### config.mk
export PLATFORM = sky130hd
export DESIGN_NAME = jk_seq_counter_ctrl
export DESIGN_NICKNAME = d
export VERILOG_FILES = /design/src/rtl/jk_seq_counter_ctrl.sv
export SDC_FILE = /design/constraint.sdc
export NUM_CORES = 1
export LEC_CHECK = 0
export CAP_MARGIN = 40
export CELL_PAD_IN_SITES_DETAIL_PLACEMENT = 1
export CELL_PAD_IN_SITES_GLOBAL_PLACEMENT = 2
export CORE_MARGIN = 2
export CORE_UTILIZATION = 37
export CTS_CLUSTER_SIZE = 30
export DETAILED_ROUTE_END_ITERATION = 8
export DONT_BUFFER_PORTS = 1
export PLACE_DENSITY = 0.75
export SKIP_CTS_REPAIR_TIMING = 1
export SLEW_MARGIN = 20
export SYNTH_ARGS = -nofsm -noshare
export SYNTH_HDL_FRONTEND = slang
export SYNTH_SLANG_ARGS = --single-unit
### constraint.sdc
create_clock -name clk -period 2.5 [get_ports clk]
set_clock_uncertainty 0.2 [all_clocks]
set_input_delay 0.25 -clock clk [delete_from_list [all_inputs] [get_ports clk]]
set_output_delay 0.25 -clock clk [all_outputs]
set_load 0.05 [all_outputs]
### src/rtl/jk_seq_counter_ctrl.sv
// Sequencer for a WIDTH-bit register of JK cells: load, count up/down, hold or clear,
// with a start/busy/done handshake that runs one counting job from start_val to end_val.
module jk_seq_counter_ctrl #(
    parameter int unsigned WIDTH = 4
) (
    input  logic             clk,
    input  logic             reset,
    input  logic             start,
    input  logic             abort,
    input  logic             dir,
    input  logic             en,
    input  logic [WIDTH-1:0] start_val,
    input  logic [WIDTH-1:0] end_val,
    output logic [WIDTH-1:0] q,
    output logic [WIDTH-1:0] jk_j,
    output logic [WIDTH-1:0] jk_k,
    output logic             busy,
    output logic             done
);

    typedef enum logic [1:0] {StIdle, StLoad, StRun, StDone} state_e;

    state_e           state_q, state_d;
    logic [WIDTH-1:0] q_q, q_d;
    logic [WIDTH-1:0] start_val_q, end_val_q;
    logic             dir_q;
    logic             capture;
    logic             at_end;
    logic [WIDTH-1:0] t;
    logic [WIDTH-1:0] j, k;

    assign at_end = (q_q == end_val_q);

    // Bit i toggles when every lower bit is 1 (up) or 0 (down).
    always_comb begin
        t    = '0;
        t[0] = 1'b1;
        for (int i = 1; i < WIDTH; i++) begin
            t[i] = t[i-1] & (dir_q ? q_q[i-1] : ~q_q[i-1]);
        end
    end

    always_comb begin
        state_d = state_q;
        j       = '0;
        k       = '0;
        capture = 1'b0;
        if (abort) begin
            state_d = StIdle;
            k       = '1;
        end else begin
            unique case (state_q)
                StIdle: begin
                    if (start) begin
                        capture = 1'b1;
                        state_d = StLoad;
                    end
                end
                StLoad: begin
                    j       = start_val_q;
                    k       = ~start_val_q;
                    state_d = StRun;
                end
                StRun: begin
                    if (at_end) begin
                        state_d = StDone;
                    end else if (en) begin
                        j = t;
                        k = t;
                    end
                end
                StDone: begin
                    state_d = StIdle;
                end
                default: begin
                    state_d = StIdle;
                end
            endcase
        end
    end

    // Characteristic equation of the JK cells, applied bitwise.
    assign q_d = (j & ~q_q) | (~k & q_q);

    always_ff @(posedge clk or negedge reset) begin
        if (!reset) begin
            state_q     <= StIdle;
            q_q         <= '0;
            dir_q       <= 1'b0;
            start_val_q <= '0;
            end_val_q   <= '0;
        end else begin
            state_q <= state_d;
            q_q     <= q_d;
            if (capture) begin
                dir_q       <= dir;
                start_val_q <= start_val;
                end_val_q   <= end_val;
            end
        end
    end

    assign q    = q_q;
    assign jk_j = j;
    assign jk_k = k;
    assign busy = (state_q == StLoad) || (state_q == StRun);
    assign done = (state_q == StDone);

endmodule

# Word level (Yosys, flattened, before mapping)
# Cells that the tools add are included.
# totals
reg_bits	15
latchBits	0
mem_bits_rw	0
romBits	0
inputBits	14
out_inout_bits	14
wordCells	41
mem_count	0
# classes
n_addsub	0
mul	0
div_mod_pow	0
magnitude_cmp	0
n_eq_ne	6
shifts	0
mux	16
bitwise	11
reduce_logical	3
# op_table
op	n
$mux 4	4
$pmux 4 s2	2
$not 4->4	3
$and 4x4->4	2
$pmux 2 s4	1
$mux 1	6
$mux 2	3
$ne 3x3->1 const B	2
$eq 2x2->1 const B	2
$eq 4x4->1	1
$or 4x4->4	1
$not 1->1	3
$and 1x1->1	2
$eq 2x1->1 const B	1
$logic_not 2->1	1
$reduce_and 2->1	1
$logic_or 1x1->1	1

# Longest topological paths before layout
# Gate-level depths: netlist of run 1.
# depth
depth_word	11
depth_mapped	7
depth_no_buf	6

# Worst setup path after synthesis of run 1
# Ideal clock, no wire load.
# synth_path
path_kind	register to output
from	reg q_q[0], in the netlist q[0]
to	out jk_j[2]
arrival_time_ns	2.255
t_required_ns	2.050
setup_slack_ns	-0.205
stages_incl_launch_ff	6
path_buffers	1
path_cell_list	dfrtp_1 buf_6 xor2_1 nor4_1 or3_1 a21oi_1
# synth_via
elab_chain_len	7
word_cells_on_any_way	8
cone_classes	eq/ne (1); mux (5); bitwise (2)
# synth_lines
item	line	text
start: declaration	24	logic [WIDTH-1:0] q_q, q_d;
start signal: assignment	94	q_q <= q_d;
$not 1->1	39	t[i] = t[i-1] & (dir_q ? q_q[i-1] : ~q_q[i-1]);
$mux 1	39	
$and 1x1->1	39	
$mux 4	67	end else if (en) begin
$mux 4 *	65	if (at_end) begin
$pmux 4 s2 *	52	unique case (state_q)
$mux 4 *	48	if (abort) begin
end: declaration	15	output logic [WIDTH-1:0] jk_j,
# Mark *: on every way between the ends. The rest lies on a longest branch, timed or not.

# Final worst setup path of run 1
# layout_path
from	reg end_val_q[1]
to	out jk_j[3]
# layout_via
elab_chain_len	4
# layout_lines
item	line	text
start: declaration	25	logic [WIDTH-1:0] start_val_q, end_val_q;
start signal: assignment	98	end_val_q <= end_val;
$eq 4x4->1	32	assign at_end = (q_q == end_val_q);
$mux 4	65	
$pmux 4 s2	52	
$mux 4	48	
# Every way passes these cells.

==> reports/results.ini, run 1 <==
[logic_synthesis]
number_of_distinct_standard_cells_referenced_by_the_synthesized_netlist = 34
edff_count_synth = 0
syn_area_per_cell_sq_um = 9.79
yosys_most_used_dff = sky130_fd_sc_hd__dfrtp_1
synth_cells = 103
synth_sequential_area_ratio_pct = 37.2
synth.cells.most_frequent = sky130_fd_sc_hd__dfrtp_1 (15), sky130_fd_sc_hd__mux2_2 (9), sky130_fd_sc_hd__nand2_1 (8), sky130_fd_sc_hd__nor2_1 (8)
synth-warning-count = 0
syn-cell-area_sq_um = 1010
synth_async_reset_ratio_pct = 100
synth.area.top_cells = sky130_fd_sc_hd__dfrtp_1 (37%), sky130_fd_sc_hd__mux2_2 (10%), sky130_fd_sc_hd__ha_1 (5.0%)
synthMostInstantiatedCell = sky130_fd_sc_hd__dfrtp_1
synth_largest_area_cell = sky130_fd_sc_hd__dfrtp_1
synth_top_area_share_pct = 37.2
syn_nets = 121
flop_and_latch_count_out_of_synthesis = 15

[clocking]
clock-sinks = 15
cts.path.max_buffers = 2
cts_htree_levels = 1
clock_tree_from_tritoncts = done
cts.reportedPaths.clkPinSlew_ns = 0.09
clock-root-buffer = sky130_fd_sc_hd__clkbuf_4
worst_skew_pair.late_latency_ns = 0.29
tritoncts.num_buffers = 3

[worst_setup_path]
crit_cells = 5
setup.worst_path.start_class = register
crit_path_end_kind = primary output
crit_required_ns = 2.05
cp-endpoint = jk_j[3]
critical_path.max_fanout = 8
cpPeakStageDelay_ns = 0.62
crit_path_start = end_val_q[1]
worst_path_max_delay_cell = sky130_fd_sc_hd__or4_4
reg2reg_to = state_q[0]
critical_path.top_delay_family = simple AND/OR/NAND/NOR gates
arrival_ns = 1.98
reg2reg_from = end_val_q[1]
r2r_slack_ns = 0.42
rr_worst_depth = 4
cp.buffers_inverters = 1
crit_path_cell_trace = xor2_1 > or4_4 > a32oi_2 > nor2_1 > buf_4
setup.worst_path.class = reg -> out

[layout]
layout.cell_area.non_filler_sq_um = 1270
drive_gt1_share_pct = 29.5
antenna_cells_inserted = 0
flow.area_growth_from_synthesis_pct = 25.9
fill_cells = 296
finalCoreUtilization_pct = 50.3
num-nets-final = 141

[grt]
grtUsageTotal_pct = 17.2
grt_total_ovfl = 0
groute.layer.met1.usage_pct = 24.2
antenna_found_initial = 0
grt_pass1_vias = 825
grt-busiest-layer = met2
groute.layer.met2.usage_pct = 26.7
first_pass_grt_wire_length_microns = 4200
maximum_number_of_pins_on_one_net_before_global_route_repair = 19
globalRouteMet3Util_pct = 3.49

[routing]
routed_via_density = 5.76
wirelength_microns = 2800
first_iter_violations = 20
drt_pre_antenna_iters = 4
route.vias.total = 876
antenna_violating_nets_remaining = 0
average_wire_length_per_cell_after_detail_routing_microns = 18.4
drc_violation_count_after_routing = 0

[die]
core_region_area_sq_um = 2520
die-area_sq_um = 3160
io_pins = 28
start_util_pct = 40.0
die_h_microns = 56.2
std_cell_rows = 18
die_width_microns = 56.2

[sta]
rsz0062_at_grt = yes
fin_crit_sh_pct = 97.4
finalSetupViolCount = 0
timing.final.hold_violations = 0
measured_slew_at_the_worst_slew_check_pin_ns = 0.711
finalWorstPathRequiredPeriod_ns = 2.43
maxSlewViolCount = 0
max_freq_ghz = 0.411
fin_setup_tns_ns = 0
relSlewSlack_pct = 52.5

[worst_hold_path]
hold_class = in -> reg

[placed_design]
gp_congestion = 0.779
io_buffer_count = 0
dp.final_hpwl_microns = 1980
postPlaceCellArea_sq_um = 1100

[status]
status = complete, no violations

[pwr]
p_leak_nw = 0.537
power.ir.vdd_worst_v = 0.000677
power.density_nw_per_um2 = 1210

[job]
drv_cap = 0

## final cells by class
class | count | area (sq um) | share of cell area [%]
Sequential cell | 15 | 375 | 29.6
Multi-Input combinational cell | 78 | 618 | 48.7
Clock buffer | 4 | 26.3 | 2.07
Timing Repair Buffer | 21 | 198 | 15.6
Inverter | 4 | 15.0 | 1.18
Tap cell | 30 | 37.5 | 2.96
## worst reg2reg max path: stages (launching register included)
cell	delay, ns
sky130_fd_sc_hd__dfrtp_1	0.40
sky130_fd_sc_hd__xor2_1	0.18
sky130_fd_sc_hd__or4_4	0.62
sky130_fd_sc_hd__a22o_1	0.26
sky130_fd_sc_hd__mux2_4	0.31
## stage by stage
step	total power [W]	std cells	worst slack (ns)	hold slack, ns
final	0.00154	152	0.0655	0.0143
after global routing	0.00164	152	-0.00181	0.0155
after CTS	0.00149	141	-0.0997	-0.560
after detailed placement	0.00134	137	0.220	-0.245
after global placement	0.00131	137	0.277	-0.245
after floorplan	0.00113	103	-0.0617	-0.246
## sequential cells by signal, indices dropped and copies added, names as in the netlist
signal / count
end_val_q: 4
q: 4
start_val_q: 4
state_q: 2
dir_q: 1
## report_power, final
| group | leakage [nW] | switching, W | total, W | internal [W] |
|---|---|---|---|---|
| clock | 0.0150 | 0.0000820 | 0.000144 | 0.0000621 |
| combinational | 0.335 | 0.000604 | 0.000954 | 0.000350 |
| sequential | 0.187 | 0.0000945 | 0.000444 | 0.000349 |
| total | 0.537 | 0.000781 | 0.00154 | 0.000761 |
## logic make-up after synthesis
logic type	after synthesis	share of synthesized area [%]
DFF	15	37.2
muxes	11	12.5
AOI/OAI and AO/OA	19	14.3
buffers and inverters	10	5.21
adders and majority gates	4	4.96
and+or+nand+nor	39	21.5
xor gates and xnor gates	5	4.34
## cell usage in the layout (no fill, tap or decap), drive strengths merged, types with 2 or more instances in the layout
| cell | instances |
|---|---|
| a21o | 3 |
| a21oi | 3 |
| buf | 10 |
| clkbuf | 4 |
| dfrtp | 15 |
| dlygate4sd3 | 11 |
| ha | 4 |
| inv | 4 |
| mux2 | 10 |
| nand2 | 8 |
| nand2b | 5 |
| nand3 | 2 |
| nor2 | 8 |
| nor3 | 2 |
| nor3b | 3 |
| nor4 | 2 |
| o2bb2ai | 3 |
| o311ai | 2 |
| o32ai | 2 |
| or3 | 2 |
| or3b | 3 |
| xor2 | 5 |
## layer usage
metal  wire, microns  share of wire (%)  vias up
li1                -                  -      411
met1            1270                 45      442
met2            1410                 50       18
met3              84                3.0        5
met4              34                1.2        0
met5               0                  0        -
## worst min-delay path by stage
| stage | from | endpoint | depth (start not counted) |
|---|---|---|---|
| floorplan | reset | dir_q | 0 |
| global placement | reset | dir_q | 0 |
| detailed placement | reset | dir_q | 0 |
| CTS | reset | dir_q | 0 |
| global route | abort | state_q[0] | 2 |
| finish | abort | state_q[0] | 2 |
(Power assumes the default switching activity.)
==> run 2, diff against run 1 <==
Clock period 2.5 ns to 2.25 ns, I/O delays scaled along.
==> reports/results.ini, run 2 (same netlist as run 1, synthesis figures left out) <==
[status]
status = finished with violations
failed_checks = negative setup slack

[clocking]
clock-sinks = 15
cts_htree_levels = 1
clock-root-buffer = sky130_fd_sc_hd__clkbuf_4
cts.reportedPaths.clkPinSlew_ns = 0.10
tritoncts.num_buffers = 3
clock_tree_from_tritoncts = done
worst_skew_pair.late_latency_ns = 0.28
cts.path.max_buffers = 2

[pwr]
power.ir.vdd_worst_v = 0.000726
net_switching_w = 0.000940
share_clk_of_total_power_pct = 8.6
power.share.sequential_pct = 27.2
p_leak_nw = 0.588
cellInternalPower_w = 0.000933
share_comb_of_total_power_pct = 64.2
power.density_nw_per_um2 = 1340
sw_frac_of_total_pct = 50.2

[layout]
drive_gt1_share_pct = 40.6
antenna_cells_inserted = 0
flow.area_growth_from_synthesis_pct = 38.3
fill_cells = 297
layout.cell_area.non_filler_sq_um = 1400
final_common_cell = sky130_fd_sc_hd__buf_4
num-nets-final = 147
finalCoreUtilization_pct = 55.3
final_cell_mix = sky130_fd_sc_hd__buf_4 (12), sky130_fd_sc_hd__dfrtp_1 (11), sky130_fd_sc_hd__dlygate4sd3_1 (11)

[routing]
drc_violation_count_after_routing = 0
drt_pre_antenna_iters = 4
average_wire_length_per_cell_after_detail_routing_microns = 19.2
wirelength_microns = 3030
antenna_violating_nets_remaining = 0
route.vias.total = 910
routed_via_density = 5.76
first_iter_violations = 40

[worst_hold_path]
hold_path_end = state_q[1]
worst_hold_startpoint = abort
hold_class = in -> reg
min_path_cells = 2

[die]
std_cell_rows = 18
die_h_microns = 56.2
io_pins = 28
core_region_area_sq_um = 2520
start_util_pct = 40.0
die-area_sq_um = 3160
die_width_microns = 56.2

[worst_setup_path]
reg2reg_to = state_q[0]
crit_path_start = end_val_q[1]
crit_required_ns = 1.82
r2r_slack_ns = 0.16
setup.worst_path.start_class = register
crit_path_end_kind = primary output
rr_worst_depth = 4
reg2reg_from = end_val_q[1]
critical_path.max_fanout = 8
setup.worst_path.class = reg -> out
arrival_ns = 1.97

[grt]
antenna_found_initial = 0
grt_total_ovfl = 0
grt_pass1_vias = 902
first_pass_grt_wire_length_microns = 4580
maximum_number_of_pins_on_one_net_before_global_route_repair = 19
grtUsageTotal_pct = 18.7

[placed_design]
pre_cts_ws_ns = 0.0959
postPlaceCellArea_sq_um = 1190
gp_congestion = 0.768
dp.final_hpwl_microns = 2060
io_buffer_count = 0

[sta]
rsz0062_at_grt = yes
maxSlewViolCount = 0
timing.final.hold_violations = 0
postLayoutSetupSlackWorst_ns = -0.146
finalWorstPathRequiredPeriod_ns = 2.40
relSlewSlack_pct = 52.3
finalSetupViolCount = 8
fin_hold_ws_ns = 0.0785
fin_crit_sh_pct = 107
measured_slew_at_the_worst_slew_check_pin_ns = 0.713
max_freq_ghz = 0.417
fin_setup_tns_ns = -0.680

[job]
drv_cap = 0

run 2: worst max-delay path by stage:
| stage | to | slack (ns) | cells past startpoint |
|---|---|---|---|
| after floorplan | jk_j[0] | -0.29 | 4 |
| after detailed placement | jk_j[0] | 0.1 | 5 |
| after global placement | jk_j[0] | 0.13 | 5 |
| after CTS | jk_j[0] | -0.24 | 5 |
| final | jk_k[1] | -0.15 | 4 |
| after global routing | jk_j[3] | -0.22 | 5 |
run 2: worst max-delay path, stage by stage (launching register included):
cell	delay (ns)
sky130_fd_sc_hd__dfrtp_1	0.41
sky130_fd_sc_hd__xor2_1	0.19
sky130_fd_sc_hd__or4_4	0.62
sky130_fd_sc_hd__o2bb2ai_1	0.17
sky130_fd_sc_hd__a21o_2	0.29
run 2: area by class of cell:
cell class	count	area, sq um	share of cell area [%]
Inverter	4	15.0	1.08
Multi-Input combinational cell	78	663	47.5
Timing Repair Buffer	27	272	19.5
Tap cell	30	37.5	2.69
Sequential cell	15	380	27.3
Clock inverter	1	5.00	0.359
Clock buffer	3	22.5	1.61
run 2: power groups by stage:
stage               clock network (W)  logic, W  registers [W]
global route                 0.000176   0.00129       0.000521
global placement                    0   0.00106       0.000498
CTS                          0.000162   0.00109       0.000500
finish                       0.000162   0.00120       0.000509
detailed placement                  0   0.00108       0.000506
floorplan                           0  0.000750       0.000559
run 2: per-stage QoR:
stage | power [W] | std cells
6_report | 0.00187 | 158
2_1_floorplan | 0.00131 | 103
3_5_place_dp | 0.00159 | 141
5_1_grt | 0.00198 | 158
3_3_place_gp | 0.00155 | 141
4_1_cts | 0.00176 | 145
run 2: routing by layer:
layer	vias to the layer above	part of all wire (%)	global-route usage, %	routed length, microns
met5	-	0	0	0
met4	0	0	3.74	0
met3	0	7.2	3.72	217
met2	38	48	29.2	1450
met1	451	45	26.9	1360
li1	421	-	-	-
==> run 3, diff against run 2 <==
Settings changed: REMOVE_ABC_BUFFERS from default to 1.
==> reports/results.ini, run 3 (same netlist as run 1, synthesis figures left out) <==
[clocking]
clock-sinks = 15
clock_tree_from_tritoncts = done
worst_skew_pair.late_latency_ns = 0.28
tritoncts.num_buffers = 3
cts_htree_levels = 1
cts.reportedPaths.clkPinSlew_ns = 0.10
clock-root-buffer = sky130_fd_sc_hd__clkbuf_4
cts.path.max_buffers = 2

[sta]
rsz0062_at_grt = yes
maxSlewViolCount = 0
measured_slew_at_the_worst_slew_check_pin_ns = 0.699
fin_crit_sh_pct = 107
max_freq_ghz = 0.416
finalSetupViolCount = 6
timing.final.hold_violations = 0
fin_hold_ws_ns = 0.0224
postLayoutSetupSlackWorst_ns = -0.155
relSlewSlack_pct = 53.2
finalWorstPathRequiredPeriod_ns = 2.41

[worst_setup_path]
crit_path_end_kind = primary output
crit_required_ns = 1.82
critical_path_s_most_frequent_cell = sky130_fd_sc_hd__buf_4
arrival_ns = 1.98
setup.worst_path.class = reg -> out
critical_path.max_fanout = 7
worst_path_max_delay_cell = sky130_fd_sc_hd__or4_4
setup.worst_path.start_class = register
cpPeakStageDelay_ns = 0.61
crit_path_cell_trace = xor2_1 > or4_4 > buf_4 > nand2_1 > a21oi_1 > buf_4

[status]
status = finished with violations
failed_checks = negative setup slack

[placed_design]
io_buffer_count = 0
pre_cts_ws_ns = 0.0359
gp_congestion = 0.825
dp.final_hpwl_microns = 1990
dpl.cell_count = 141

[layout]
num-nets-final = 148
finalCoreUtilization_pct = 54.0
drive_gt1_share_pct = 37.2
antenna_cells_inserted = 0
flow.area_growth_from_synthesis_pct = 35.1
fin_cells = 159
final_common_cell = sky130_fd_sc_hd__dfrtp_1
final_cell_mix = sky130_fd_sc_hd__dfrtp_1 (15), sky130_fd_sc_hd__buf_4 (13), sky130_fd_sc_hd__dlygate4sd3_1 (11)

[pwr]
power.density_nw_per_um2 = 1340
total_power_w = 0.00183
share_comb_of_total_power_pct = 64.1
power.ir.vdd_worst_v = 0.000705
cellInternalPower_w = 0.000928
share_clk_of_total_power_pct = 8.9
p_leak_nw = 0.583
net_switching_w = 0.000900
sw_frac_of_total_pct = 49.2
power.share.sequential_pct = 27.0

[die]
die_width_microns = 56.2
std_cell_rows = 18
io_pins = 28
die-area_sq_um = 3160
start_util_pct = 40.0
die_h_microns = 56.2
core_region_area_sq_um = 2520

[routing]
drc_violation_count_after_routing = 0
first_iter_violations = 35
drt_pre_antenna_iters = 4
average_wire_length_per_cell_after_detail_routing_microns = 17.4
antenna_violating_nets_remaining = 0
wirelength_microns = 2760
route.vias.total = 888
routed_via_density = 5.58

[grt]
grt_total_ovfl = 0
antenna_found_initial = 0
first_pass_grt_wire_length_microns = 4170
grtUsageTotal_pct = 17.1
maximum_number_of_pins_on_one_net_before_global_route_repair = 19
grt_pass1_vias = 875

[worst_hold_path]
hold_class = in -> reg

[job]
drv_cap = 0

run 3: power by group through the flow:
stage	Combinational (W)	Sequential [W]	Clock (W)
final	0.00117	0.000493	0.000162
after global routing	0.00127	0.000507	0.000179
after CTS	0.00102	0.000491	0.000167
after global placement	0.000993	0.000489	0
after floorplan	0.000654	0.000561	0
after detailed placement	0.00102	0.000497	0
run 3: per-layer routing:
| layer | global-route usage (%) | routed length (microns) |
|---|---|---|
| met1 | 22.8 | 1300 |
| met2 | 27.7 | 1300 |
| met4 | 4.08 | 15 |
| met3 | 4.19 | 151 |
| met5 | 0 | 0 |
run 3: final timing paths:
path / from / endpoint / slack [ns] / cells past startpoint
min: abort / q[1] / 0.02 / 2
max: end_val_q[0] / jk_j[1] / -0.16 / 6
max reg2reg: end_val_q[0] / state_q[0] / 0.18 / 4
min in group asynchronous: reset / end_val_q[3] / 0.22 / 1
min reg2reg: end_val_q[1] / end_val_q[1] / 0.34 / 1
max in group asynchronous: reset / start_val_q[2] / 1.19 / 1
run 3: cell type report:
| type | count | area [sq um] |
|---|---|---|
| Inverter | 4 | 15.0 |
| Tap cell | 30 | 37.5 |
| Clock inverter | 1 | 7.51 |
| Multi-Input combinational cell | 78 | 643 |
| Clock buffer | 3 | 22.5 |
| Timing Repair Buffer | 28 | 262 |
| Sequential cell | 15 | 375 |
| Fill cell | 302 | 1160 |
run 3: critical path: cells and delay by family, from the launching register on:
kind / cells / cell delay, ns
xor gates and xnor gates: 1 / 0.18
and+or+nand+nor: 2 / 0.68
buffers and inverters: 2 / 0.36
AOI/OAI and AO/OA: 1 / 0.07
DFF: 1 / 0.41
run 3: stage by stage:
step,setup TNS [ns],area [sq um]
2_1_floorplan,-2.14,971
3_3_place_gp,0,1130
3_5_place_dp,0,1130
4_1_cts,-1.64,1160
5_1_grt,-1.09,1360
6_report,-0.651,1360
